===== config.mk =====
export PLATFORM = sky130hd
export DESIGN_NAME = flp_div_seq
export DESIGN_NICKNAME = d
export VERILOG_FILES = /design/src/rtl/flp_div_pkg.sv /design/src/rtl/flp_classify.sv /design/src/rtl/flp_div_seq.sv
export SDC_FILE = /design/constraint.sdc
export NUM_CORES = 1
export LEC_CHECK = 0
export ABC_AREA = 1
export BUFFER_PORTS_ARGS = -buffer_cell sky130_fd_sc_hd__buf_4
export CORE_ASPECT_RATIO = 0.5
export CORE_UTILIZATION = 45
export CTS_CLUSTER_DIAMETER = 50
export CTS_CLUSTER_SIZE = 30
export DETAILED_ROUTE_END_ITERATION = 6
export GPL_TIMING_DRIVEN = 0
export HOLD_SLACK_MARGIN = 0.12
export PLACE_DENSITY = 0.87
export SLEW_MARGIN = 20
export SYNTH_ARGS = -nofsm -noshare
export SYNTH_HDL_FRONTEND = slang
export SYNTH_SLANG_ARGS = --single-unit

===== constraint.sdc =====
create_clock -name clk -period 4.1 [get_ports clk]
set_input_delay 0.82 -clock clk [delete_from_list [all_inputs] [get_ports clk]]
set_output_delay 0.82 -clock clk [all_outputs]
set_load 0.005 [all_outputs]

===== src/rtl/flp_div_pkg.sv =====
// flp_div_pkg: shared types and constants for the divider request sequencer.
//   state_t        sequencer FSM states
//   QNAN           quotient reported when the watchdog forces completion
//   FLG_*          bit positions inside the 4-bit result flag vector
//   EXP_*/MAN_*    IEEE-754 single-precision field slices
package flp_div_pkg;

  typedef enum logic [2:0] {
    ST_IDLE  = 3'd0,
    ST_START = 3'd1,
    ST_ARM   = 3'd2,
    ST_BUSY  = 3'd3,
    ST_DONE  = 3'd4
  } state_t;

  localparam logic [31:0] QNAN = 32'h7FC0_0000;

  localparam int FLG_NAN  = 3;
  localparam int FLG_INF  = 2;
  localparam int FLG_ZERO = 1;
  localparam int FLG_DZ   = 0;

  localparam int EXP_MSB = 30;
  localparam int EXP_LSB = 23;
  localparam int MAN_MSB = 22;
  localparam int MAN_LSB = 0;

  localparam logic [7:0] EXP_MAX = 8'hFF;

endpackage


===== src/rtl/flp_classify.sv =====
// flp_classify: combinational IEEE-754 single-precision classifier.
//   val      in  32  operand to classify
//   is_nan   out 1   exponent all ones, mantissa non-zero
//   is_inf   out 1   exponent all ones, mantissa zero
//   is_zero  out 1   exponent and mantissa zero (either sign)
module flp_classify
  import flp_div_pkg::*;
(
  input  logic [31:0] val,
  output logic        is_nan,
  output logic        is_inf,
  output logic        is_zero
);

  logic [EXP_MSB-EXP_LSB:0] exp_f;
  logic [MAN_MSB-MAN_LSB:0] man_f;
  logic                     sign_unused;

  assign exp_f       = val[EXP_MSB:EXP_LSB];
  assign man_f       = val[MAN_MSB:MAN_LSB];
  // The sign never affects the class.
  assign sign_unused = val[31];

  assign is_nan  = (exp_f == EXP_MAX) && (man_f != '0);
  assign is_inf  = (exp_f == EXP_MAX) && (man_f == '0);
  assign is_zero = (exp_f == '0)      && (man_f == '0);

endmodule


===== src/rtl/flp_div_seq.sv =====
// flp_div_seq: valid/ready request sequencer in front of a multi-cycle
// floating-point divider. Captures an operand pair, restarts the divider,
// waits for done (bounded by a watchdog) and holds the classified quotient
// until the consumer takes it.
//   clk          clock, rising edge
//   rst          asynchronous active-low reset
//   in_valid/in_ready, in_a/in_b      operand handshake (IEEE-754 single)
//   div_a/div_b  registered operands to the divider
//   div_rst      active-high divider reset/restart
//   div_q/div_done                    divider quotient and completion
//   out_valid/out_ready, out_q        result handshake
//   out_flags    {nan, inf, zero, dz}
//   out_timeout  result was forced by the watchdog
//
// state | meaning
// ------+---------------------------------------------------------------
// IDLE  | waiting for an operand pair, divider held in reset
// START | one-cycle divider restart with new operands applied
// ARM   | divider released, watchdog cleared, done ignored (may be stale)
// BUSY  | waiting for done, watchdog counting
// DONE  | result held until the consumer accepts it
module flp_div_seq
  import flp_div_pkg::*;
#(
  parameter int TIMEOUT = 64,
  parameter int CNT_W   = $clog2(TIMEOUT + 1)
) (
  input  logic        clk,
  input  logic        rst,
  input  logic        in_valid,
  output logic        in_ready,
  input  logic [31:0] in_a,
  input  logic [31:0] in_b,
  output logic [31:0] div_a,
  output logic [31:0] div_b,
  output logic        div_rst,
  input  logic [31:0] div_q,
  input  logic        div_done,
  output logic        out_valid,
  input  logic        out_ready,
  output logic [31:0] out_q,
  output logic [3:0]  out_flags,
  output logic        out_timeout
);

  state_t           state_q, state_d;
  logic [CNT_W-1:0] cnt_q;
  logic             dz_q;
  logic             accept;
  logic             cnt_hit;

  logic a_nan, a_inf, a_zero;
  logic b_nan, b_inf, b_zero;
  logic q_nan, q_inf, q_zero;
  logic in_dz;
  logic [3:0] done_flags;
  logic [3:0] to_flags;

  flp_classify u_cls_a (.val(in_a),  .is_nan(a_nan), .is_inf(a_inf), .is_zero(a_zero));
  flp_classify u_cls_b (.val(in_b),  .is_nan(b_nan), .is_inf(b_inf), .is_zero(b_zero));
  flp_classify u_cls_q (.val(div_q), .is_nan(q_nan), .is_inf(q_inf), .is_zero(q_zero));

  logic cls_unused;
  assign cls_unused = a_inf ^ b_nan ^ b_inf;

  // 0/0 and NaN/0 are invalid operations, not divide-by-zero.
  assign in_dz   = b_zero & ~a_zero & ~a_nan;
  assign accept  = in_valid & in_ready;
  assign cnt_hit = (cnt_q == CNT_W'(TIMEOUT - 1));

  always_comb begin
    done_flags           = '0;
    done_flags[FLG_NAN]  = q_nan;
    done_flags[FLG_INF]  = q_inf;
    done_flags[FLG_ZERO] = q_zero;
    done_flags[FLG_DZ]   = dz_q;
    to_flags             = '0;
    to_flags[FLG_NAN]    = 1'b1;
    to_flags[FLG_DZ]     = dz_q;
  end

  always_ff @(posedge clk or negedge rst) begin
    if (!rst) state_q <= ST_IDLE;
    else      state_q <= state_d;
  end

  // in_ready in DONE follows out_ready combinationally so a new pair can be
  // taken in the same cycle the result leaves.
  always_comb begin
    state_d   = state_q;
    in_ready  = 1'b0;
    div_rst   = 1'b0;
    out_valid = 1'b0;
    case (state_q)
      ST_IDLE: begin
        in_ready = 1'b1;
        div_rst  = 1'b1;
        if (in_valid) state_d = ST_START;
      end
      ST_START: begin
        div_rst = 1'b1;
        state_d = ST_ARM;
      end
      ST_ARM: begin
        state_d = ST_BUSY;
      end
      ST_BUSY: begin
        if (div_done || cnt_hit) state_d = ST_DONE;
      end
      ST_DONE: begin
        out_valid = 1'b1;
        if (out_ready) begin
          in_ready = 1'b1;
          state_d  = in_valid ? ST_START : ST_IDLE;
        end
      end
      default: state_d = ST_IDLE;
    endcase
  end

  always_ff @(posedge clk or negedge rst) begin
    if (!rst) begin
      cnt_q <= '0;
    end else if (state_q == ST_ARM) begin
      cnt_q <= '0;
    end else if (state_q == ST_BUSY) begin
      cnt_q <= cnt_q + CNT_W'(1);
    end
  end

  always_ff @(posedge clk or negedge rst) begin
    if (!rst) begin
      div_a <= '0;
      div_b <= '0;
      dz_q  <= 1'b0;
    end else if (accept) begin
      div_a <= in_a;
      div_b <= in_b;
      dz_q  <= in_dz;
    end
  end

  // div_done takes priority over a coinciding watchdog expiry.
  always_ff @(posedge clk or negedge rst) begin
    if (!rst) begin
      out_q       <= '0;
      out_flags   <= '0;
      out_timeout <= 1'b0;
    end else if (state_q == ST_BUSY) begin
      if (div_done) begin
        out_q       <= div_q;
        out_flags   <= done_flags;
        out_timeout <= 1'b0;
      end else if (cnt_hit) begin
        out_q       <= QNAN;
        out_flags   <= to_flags;
        out_timeout <= 1'b1;
      end
    end
  end

endmodule

==> qor.yml <==
status: "finished clean"
core_area_um2: 10200
cp_slowest_stage_delay_ns: 0.13
finalHoldViolations: 0
fmax_mhz: 472
fin_crit_sh_pct: 51.7
period_needed_ns: 2.12
netlist_top_cells_area: "dfrtp_1, nand2_1, nor2_1"
num_vias: 4533
cts.repair.resized: 0
crit_slowest_cell: "buf_4"
placementRows: 26
synth.net_count: 673
drt-initial-drc-count: 262
wirelength_um: 12800
p_total_mw: 4.48
insertion_delay_ns: 0.35
grt_pass1_wl_um: 19500
grt_overflow_total: 0
ys_types: 26
rsz0062_at_grt: "false"
leakagePower_nw: 3.68
die_x_um: 147
ys_seq_area_share_pct: 59.3
cp_cell_sequence: "buf_4, inv_1, nand2_1, nand2_1, inv_1, buf_4"
grt_use_met2_pct: 40.2
clock-root-buffer: "clkbuf_16"
setup_tns_ns: 0
antenna_found_initial: 0
yosysTopAreaCell: "dfrtp_1"
via_per_inst: 4.87
h-tree-depth: 3
postCtsSetupBuffers: 0
grt_usage_pct: 22.8
critPathBufInv: 4
n_antenna_cell: 0
cp-end-kind: "output pin"
worst_slew_pin_slew_ns: 0.891
synth-main-ff-cell: "dfrtp_1"
path_delay_family: "buffers and inverters"
io_pins: 205
ant_nets: 0
chipHeight_um: 74.5
start_util_pct: 46.3
dieArea_um2: 10900
cp_data_required_time_ns: 3.28
power_density_nw_per_um2: 665
finalSetupViolCount: 0
ys_warn_count: 0
avgSynthCellArea_um2: 8.28
cts.sinks: 112
drc: 0
relSlewSlack_pct: 40.6
worstPathArrival_ns: 1.30
wl_per_cell_um: 13.7
hold_path.class: "register to register"
drv_slew: 0
place_inst: 915
cts_buffers: 9
met3_usage_pct: 5.03
holdBufCountCts: 0
grt_max_degree: 113
cts_tree: "yes"
grt_pass1_vias: 4182
place_congestion: 0.814
synth_edf_count: 0
fillers: 835
synth-seq-cells: 112
startpoint_type: "primary input"
cts_buffer_depth: 2
synthArstFlopShare_pct: 100
use_met1_pct: 27.7
peakVddDrop_uv: 287
dr.pass1.iters: 5
final_nets: 888
synth_commonest_cells: "nand2_1, dfrtp_1, nor2_1"
synthCells: 571
max_cap_viol_count: 0
area_growth_pct: 42.6
worst-setup-path-type: "primary input to output pin"
grt.busiest_layer: "met2"
yosysMostFrequentCell: "nand2_1"
numPortBuffers: 204
instances_no_fill: 931
cp_max_fo: 2
dp_hpwl_um: 9590
drive_above_1_share_pct: 29.7
synth_area_um2: 4730
path_clk_slew_ns: 0.07
synthDominantCellAreaShare_pct: 59.3
skew_ns: 0.00894
==> per-layer routing <==
metal / part of all wire, % / vias to the layer above
met1: 42 / 2153
met2: 50 / 157
met3: 4.8 / 33
met4: 3.2 / 0
li1: - / 2190
met5: 0 / -
==> final cells by class <==
class                   count  area (µm²)  area share (%)
flip-flops and latches    112        2800            41.6
plain buffers              19        95.1            1.41
inverters                  49         184            2.73
repair buffers            204        1540            22.8
multi-input cells         391        1640            24.4
clock buffers              13         260            3.86
clock inverters             3        40.0           0.594
well taps                 140         175            2.60
==> worst paths after layout <==
| check | startpoint | end | slack, ns | cells after the start |
|---|---|---|---|---|
| worst max-delay path | out_ready | in_ready | 1.98 | 6 |
| worst min-delay path | div_a[8]$_DFFE_PN0P_ | div_a[8]$_DFFE_PN0P_ | 0.47 | 2 |
| worst max register to register | state_q[0]$_DFFE_PN0P_ | div_b[6]$_DFFE_PN0P_ | 2.13 | 8 |
| worst min register to register | div_a[8]$_DFFE_PN0P_ | div_a[8]$_DFFE_PN0P_ | 0.47 | 2 |
| max in group asynchronous | rst | div_b[24]$_DFFE_PN0P_ | 2.90 | 1 |
| min in group asynchronous | rst | out_q[21]$_DFFE_PN0P_ | 0.56 | 1 |
==> flip-flops by register name, indices dropped and copies added (netlist names) <==
register,cells
div_a,32
dz_q,1
cnt_q,7
out_flags,4
out_q,32
out_timeout,1
div_b,32
state_q,3
==> cells in the final DEF, fill, tap and decap left out, drive strengths merged, types with 7 or more instances in the layout <==
master	netlist	routed
o21ai	34	34
nand4	7	7
nand2	246	246
dfrtp	112	112
a21oi	10	10
nand3	23	23
nor2	61	61
buf	8	211
inv	49	49
clkbuf	11	25
==> worst register-to-register path, cell delays in order, from the launching register on <==
cell and delay, ns:
dfrtp_1 0.40, nor2_2 0.21, nand2_1 0.11, nor2_2 0.41, inv_2 0.17, buf_2 0.22
buf_2 0.21, nand2_1 0.08, nand2_1 0.05
==> per-stage QoR <==
stage	hold slack, ns	cell area (µm²)	utilization, %	setup slack [ns]
CTS	0.478	6740	65.9	1.98
global route	0.496	6740	66.0	1.91
finish	0.475	6740	66.0	1.98
global placement	0.456	6430	63.0	1.81
detailed placement	0.460	6440	63.0	1.75
floorplan	0.449	4730	-	2.25
==> logic make-up (layout without fill, tap and decap cells) <==
family / Yosys count / after routing / synth area share, %
AOI/OAI and AO/OA: 52 / 52 / 6.01
and+or+nand+nor: 337 / 337 / 28.3
buffers and inverters: 68 / 288 / 5.90
xor gates and xnor gates: 1 / 1 / 0.185
adders and majority gates: 1 / 1 / 0.265
DFF: 112 / 112 / 59.3
==> report_power, final <==
group          internal [mW]  leakage, nW  switching [mW]
registers               1.58         1.40           0.281
logic                  0.896         2.13           0.841
clock network          0.506        0.150           0.379
Power figures use the tool's default switching activity.
